`src/rtl/int_button_conditioner.sv`:
```
// Interrupt push-button conditioner: per-channel synchroniser, debounce and
// rising-edge detect, feeding a pending-request latch that holds until acknowledged.
module int_button_conditioner #(
   parameter int N_CH         = 3,
   parameter int DEBOUNCE_CNT = 1000000,
   parameter int CNT_W        = 20
) (
   input  logic            clk,
   input  logic            rst_n,
   input  logic [N_CH-1:0] btn_raw,
   input  logic [N_CH-1:0] int_ack,
   output logic [N_CH-1:0] int_req,
   output logic            int_any,
   output logic [1:0]      int_code,
   output logic [N_CH-1:0] btn_level,
   output logic [7:0]      drop_cnt
);

   localparam logic [CNT_W-1:0] CNT_LAST = CNT_W'(DEBOUNCE_CNT - 1);

   logic [N_CH-1:0]  r_sync1;
   logic [N_CH-1:0]  r_sync2;
   logic [N_CH-1:0]  r_level;
   logic [N_CH-1:0]  r_level_d;
   logic [N_CH-1:0]  r_req;
   logic [CNT_W-1:0] r_cnt [N_CH];
   logic             r_any;
   logic [1:0]       r_code;
   logic [7:0]       r_drop_cnt;

   logic [N_CH-1:0]  w_press;
   logic [N_CH-1:0]  w_req_next;
   logic             w_drop;
   logic [1:0]       w_code_next;

   // Synchronise and debounce; a new level is accepted only after it has
   // persisted for DEBOUNCE_CNT consecutive cycles.
   always_ff @(posedge clk or negedge rst_n) begin
      if (!rst_n) begin
         r_sync1   <= '0;
         r_sync2   <= '0;
         r_level   <= '0;
         r_level_d <= '0;
         for (int i = 0; i < N_CH; i++) begin
            r_cnt[i] <= '0;
         end
      end else begin
         r_sync1   <= btn_raw;
         r_sync2   <= r_sync1;
         r_level_d <= r_level;
         for (int i = 0; i < N_CH; i++) begin
            if (r_sync2[i] == r_level[i]) begin
               r_cnt[i] <= '0;
            end else if (r_cnt[i] == CNT_LAST) begin
               r_level[i] <= r_sync2[i];
               r_cnt[i]   <= '0;
            end else begin
               r_cnt[i] <= r_cnt[i] + 1'b1;
            end
         end
      end
   end

   assign w_press    = r_level & ~r_level_d;
   assign w_req_next = w_press | (r_req & ~int_ack);
   assign w_drop     = |(w_press & r_req & ~int_ack);

   // Descending scan so the lowest-numbered pending channel wins.
   always_comb begin
      w_code_next = 2'd0;
      for (int i = N_CH - 1; i >= 0; i--) begin
         if (w_req_next[i]) begin
            w_code_next = 2'(i);
         end
      end
   end

   always_ff @(posedge clk or negedge rst_n) begin
      if (!rst_n) begin
         r_req      <= '0;
         r_any      <= 1'b0;
         r_code     <= 2'd0;
         r_drop_cnt <= 8'd0;
      end else begin
         r_req  <= w_req_next;
         r_any  <= |w_req_next;
         r_code <= w_code_next;
         if (w_drop && (r_drop_cnt != 8'hFF)) begin
            r_drop_cnt <= r_drop_cnt + 8'd1;
         end
      end
   end

   assign int_req   = r_req;
   assign int_any   = r_any;
   assign int_code  = r_code;
   assign btn_level = r_level;
   assign drop_cnt  = r_drop_cnt;

endmodule

```
`config.mk`:
```
export PLATFORM = sky130hd
export DESIGN_NAME = int_button_conditioner
export DESIGN_NICKNAME = d
export VERILOG_FILES = /design/src/rtl/int_button_conditioner.sv
export SDC_FILE = /design/constraint.sdc
export NUM_CORES = 1
export LEC_CHECK = 0
export CAP_MARGIN = 0
export CORE_MARGIN = 10
export CORE_UTILIZATION = 36
export CTS_CLUSTER_DIAMETER = 150
export CTS_CLUSTER_SIZE = 28
export DETAILED_ROUTE_END_ITERATION = 7
export GPL_TIMING_DRIVEN = 0
export PLACE_DENSITY = 0.52
export SYNTH_ARGS = -nofsm -noshare
export SYNTH_HDL_FRONTEND = slang
export SYNTH_SLANG_ARGS = --single-unit
export TNS_END_PERCENT = 10
```
`constraint.sdc`:
```
create_clock -name clk -period 4 [get_ports clk]
set_input_delay 0.8 -clock clk [delete_from_list [all_inputs] [get_ports clk]]
set_output_delay 0.8 -clock clk [all_outputs]
set_load 0.01 [all_outputs]
```
==> results.toml <==
[die]
die_area_um2 = 15720
die_h_um = 125.4
core_um2 = 10840
io_pins = 25
rows = 38
initial_core_util_pct = 36.89
chipWidth_um = 125.4

[logic_synthesis]
yosysWarnings = 0
ys_ff_latch = 86
synth_cell_types = 40
synth_area_leader_cell = "dfrtp_1"
yosysMostFrequentCell = "dfrtp_1"
synthesis.nets = 396
ys.flop_type = "dfrtp_1"
synth_enable_flop_cells = 0
yosysTopAreaCellShare_pct = 53.82
syn-cell-area_um2 = 3999
async_flop_share_pct = 100.0
ys_top_cells_by_area = "dfrtp_1 54%, xnor2_1 5.3%, xor2_1 5.3%"
synth_seq_area_share_pct = 53.82
syn-instance-count = 384
avgSynthCellArea_um2 = 10.41
synth_common_cells = "86 x dfrtp_1, 47 x nor2_1"

[timing]
hold_ws_ns = 0.3220
tightest_slew_ns = 0.9164
clock_skew_ns = 0.01040
setup_tns_ns = 0
period_minus_slack_ns = 2.336
drv_slew = 0
final_hold_viol_count = 0
max_slew_margin_pct = 38.50
setup_viol = 0
clock.fmax_mhz = 428.0
rsz0062_at_grt = "false"
period_share_pct = 58.41

[clock_tree]
cts_buffer_depth = 2
cts_buffers = 9
tritoncts = "built"
postCtsSetupBuffers = 0
h-tree-depth = 3
postCtsHoldBufs = 0
cts_sinks = 86
insertion_delay_ns = 0.36
cts_resized = 0
cts.clk_slew.worst_paths_ns = 0.08
cts-root-buf = "clkbuf_8"

[setup_path]
path_max_fanout = 8
startpoint_type = "primary input"
r2r_slack_ns = 1.72
cp.required_ns = 4.25
reg2reg_to = "r_cnt[52]"
critical_path_class = "primary input to flop"
worstReg2RegStart = "r_cnt[40]"
r2r_cells = 5
critPathArrivalTime_ns = 2.59
endpoint_kind = "flop"

[routing]
num_vias = 2880
postRouteAntennaNets = 0
vias_per_cell = 5.097
drc = 0
dr.pass1.iters = 4
drt_iter0_markers = 152
wirelength_um = 7758
wl_per_cell_um = 13.73

[pwr]
intPower_w = 0.001220
power_frac_clock_pct = 40.1
ir_drop_uv = 248.8
p_seq_share_pct = 56.4
netSwitchingFraction_pct = 22.54
powerDensity_nw_per_um2 = 339.4
p_switching_w = 0.0003551
pwr-share-comb_pct = 3.4
leakage_nw = 1.883

[outcome]
run_status = "finished clean"

[global_route]
grt-ovfl-total = 0
grtUsageTotal_pct = 10.34
grt_pass1_wl_um = 13810
grt_max_degree = 66
antenna_found_initial = 0
grt_pass1_vias = 2862

[final_layout]
fillers = 1060
layout.nets = 432
n_antenna_cell = 0
drive_above_1_share_pct = 8.000
final_core_util_pct = 42.81
finalInstanceArea_um2 = 4641
syn_to_final_growth_pct = 16.05
layoutNonFillerInstCount = 565

[worst_hold_path]
hold_path_class = "primary input to async pin"

[placement]
place_inst = 549
hpwl_um = 5406
place_area_um2 = 4439
gp_congestion = 0.8166
io_buffers = 24

[job]
max_cap_violations = 0
[stage by stage]
stage / setup slack [ns] / power, W
final: 1.664 / 0.001575
after global routing: 1.437 / 0.001650
after CTS: 1.658 / 0.001605
after detailed placement: 1.261 / 0.0009634
after global placement: -1.092 / 0.0009600
after floorplan: 1.961 / 0.0009264
[cells in the final DEF (no fill, tap or decap), types with 6 or more instances in the layout]
cell / instances
dfrtp_1: 86
nor2_1: 47
nand2_1: 24
nand3_1: 24
xor2_1: 24
xnor2_1: 24
clkdlybuf4s50_1: 23
nand4_1: 16
inv_1: 16
nor4_1: 14
a21oi_1: 14
nor3_1: 12
clkbuf_8: 11
or4_1: 9
and3_1: 8
o31ai_1: 6
[power by group through the flow]
stage / Combinational, W / Sequential, W / Clock, W
finish: 0.0000542 / 0.000889 / 0.000632
global route: 0.0000633 / 0.000891 / 0.000696
CTS: 0.0000573 / 0.000889 / 0.000658
detailed placement: 0.0000570 / 0.000906 / 0
global placement: 0.0000535 / 0.000906 / 0
floorplan: 0.0000220 / 0.000904 / 0
[routing by layer]
metal	vias to the layer above	routed length, um	GRT usage [%]
met5	-	0	0
met4	0	96	3.252
met3	6	329	3.929
met2	41	3458	16.20
met1	1394	3873	12.88
li1	1439	-	-
[kinds of logic after synthesis]
group / count (synthesis) / synth area share, %
compound gates: 36 / 6.320
xor+xnor: 48 / 10.51
fa+ha+maj: 4 / 1.252
buf+inv: 22 / 2.159
flops: 86 / 53.82
mux: 5 / 1.408
simple gates: 183 / 24.53
[worst max path at each step]
stage	start	end	slack (ns)
after floorplan	int_ack[2]	drop_cnt[1]	1.96
after global placement	rst_n	r_cnt[32]	-1.09
after detailed placement	int_ack[1]	drop_cnt[1]	1.26
after CTS	int_ack[1]	drop_cnt[1]	1.66
after global routing	int_ack[1]	drop_cnt[1]	1.44
final	int_ack[1]	drop_cnt[1]	1.66
[flip-flops by register name, indices dropped and copies added, names as in the netlist]
register,count
int_req,3
btn_level,3
r_sync1,3
r_sync2,3
int_any,1
drop_cnt,8
int_code,2
r_level_d,3
r_cnt,60
[area by class of cell]
cell class / instances / area (um^2) / share of cell area [%]
sequential: 86 / 2152 / 46.37
clock buffer: 13 / 158.9 / 3.424
inverter: 16 / 60.06 / 1.294
clock inverter: 3 / 42.54 / 0.9167
multi-input combinational: 276 / 1760 / 37.93
timing repair buffer: 25 / 265.3 / 5.716
tap: 140 / 175.2 / 3.775
buffer: 6 / 26.28 / 0.5662
[critical path, stage by stage]
cell and delay [ns]:
clkdlybuf4s50_1 0.48, nor4bb_1 0.06, a311oi_1 0.75, nor2_1 0.18, mux2_2 0.31
(Power assumes the default switching activity.)
==> variant, RTL diff (config.mk and constraints unchanged) <==
Make the reset (`rst_n`) synchronous in 2 clocked blocks.
--- a/src/rtl/int_button_conditioner.sv
+++ b/src/rtl/int_button_conditioner.sv
@@ -37,3 +37,3 @@
    // persisted for DEBOUNCE_CNT consecutive cycles.
-   always_ff @(posedge clk or negedge rst_n) begin
+   always_ff @(posedge clk) begin
       if (!rst_n) begin
@@ -77,3 +77,3 @@
 
-   always_ff @(posedge clk or negedge rst_n) begin
+   always_ff @(posedge clk) begin
       if (!rst_n) begin
Formal check against the unedited RTL: no difference found for any inputs over 10 cycles, from zero or initial values and one cycle with rst_n low; that may be too few to reach the edited logic, so the function may still have changed.
==> variant against the original RTL <==
Count of clock-buffer cells in the layout stayed put. Register-to-register slack worse by 0.16 ns. Sequential power is 14% higher. Via count is 12% higher. Total power is 28% higher. Routed wire length is 8.1% higher. Cell area is 15% higher. Combinational power is 28% higher. Die area is 7.0% higher. Clock power is 49% higher. Critical path type is now reg2reg. Area after synthesis is 8.4% higher. Worst setup slack worse by 0.10 ns. Sequential cell count stayed put. Critical endpoint is now r_cnt[2][5].
==> variant: results (changes against the original RTL) <==
[layout]
drive_gt1_frac=0.05354  ; -0.02646
n_fill_cell=1188  ; +12%
nNetsFinal=530  ; +23%
largest-register=r_cnt
fin_cells=670  ; +19%

[timing]
fin_skew_ns=0.003986  ; -0.006412 ns
worstMarginPinSlew_ns=0.6352  ; -0.2812 ns

[outcome]
status=finished clean

[pwr]
power_leakage_nw=1.831  ; -2.7%

[clocking]
cts_buffer_depth=2  ; unchanged
insertion_delay_ns=0.34  ; -0.02 ns
cts_root_buf=clkbuf_16

[synthesis]
synthTopCellsByArea=edfxtp_1 42%, dfxtp_1 12%, xnor2_1 4.2%
synth_cell_types=45  ; +13%
ys_top_cells_by_count=60 x edfxtp_1, 47 x nor2_1, 28 x a21oi_1, 28 x nand2_1, 26 x dfxtp_1
postSynthAreaPerCell_um2=10.22  ; -1.9%
synth_edf_count=60  ; +60
synthArstFlopShare=0  ; -1.000

[global_route]
grt_start_max_net_pins=16  ; -76%
grt_pass1_wl_um=14550  ; +5.4%
grt_pass1_vias=3113  ; +8.8%

[critical_path]
critPathMaxFanout=10  ; +2
critical_path_arrival_ns=2.54  ; -0.05 ns
critical-path-max-stage-delay_ns=0.58  ; -0.17 ns
cpMaxStageDelayCell=or4_1

[placement]
hpwl_um=6002  ; +11%
dp_cells=654  ; +19%

[route]
wl_met2_um=3659  ; +5.8%
vias=3231  ; +12%
wl_met3_um=361  ; +9.7%
drt_wl_total_um=8387  ; +8.1%

[min_path]
hp-class=reg2reg

## variant: kinds of logic after synthesis
logic type | synth area share
flops | 0.5360
simple gates | 0.2538
compound gates | 0.08837
xor+xnor | 0.07479
fa+ha+maj | 0.01155
other cells | 0.0008655
buf+inv | 0.03003
mux | 0.004620
## variant: path summary, 6_finish.rpt
check	start	endpoint	slack, ns	cells after the start
setup / recovery	r_cnt[2][13]	r_cnt[2][5]	1.56	5
hold / removal	r_sync1[2]	r_sync2[2]	0.44	1
setup reg to reg	r_cnt[2][13]	r_cnt[2][5]	1.56	5
hold reg to reg	r_sync1[2]	r_sync2[2]	0.44	1
## variant: through the flow
step / util / hold WS (ns) / setup slack [ns] / cell area (um^2) / power [mW]
after CTS: 0.4473 / 0.4379 / 1.552 / 5328 / 2.047
after floorplan: - / 0.4119 / 1.818 / 4554 / 1.071
final: 0.4473 / 0.4351 / 1.563 / 5328 / 2.020
after global placement: 0.4180 / 0.4157 / 1.174 / 4979 / 1.096
after detailed placement: 0.4180 / 0.4221 / 1.237 / 4979 / 1.097
after global routing: 0.4473 / 0.4574 / 1.368 / 5328 / 2.099
## variant: layout make-up
class	instances	share of cell area
repair buffers	24	0.04509
clock inverters	3	0.004462
clock buffers	13	0.06106
plain buffers	13	0.01174
multi-input cells	366	0.3946
flip-flops and latches	86	0.4359
well taps	147	0.03452
inverters	18	0.01268
## variant: routing by layer
metal | global-route usage | up-vias
li1 | - | 1684
met1 | 0.1414 | 1495
met2 | 0.1580 | 42
met3 | 0.03245 | 10
met4 | 0.04431 | 0
met5 | 0 | -
## variant: power breakdown
part / switching (mW) / internal, mW
clock: 0.365 / 0.576
combinational: 0.0400 / 0.0295
sequential: 0.0287 / 0.980
total: 0.434 / 1.59
## variant: critical path, delay by kind of cell, from the launching register on
kind	cells	cell delay, ns
buffers and inverters	1	0.19
AOI/OAI and AO/OA	1	0.38
and+or+nand+nor	3	1.16
DFF	1	0.46
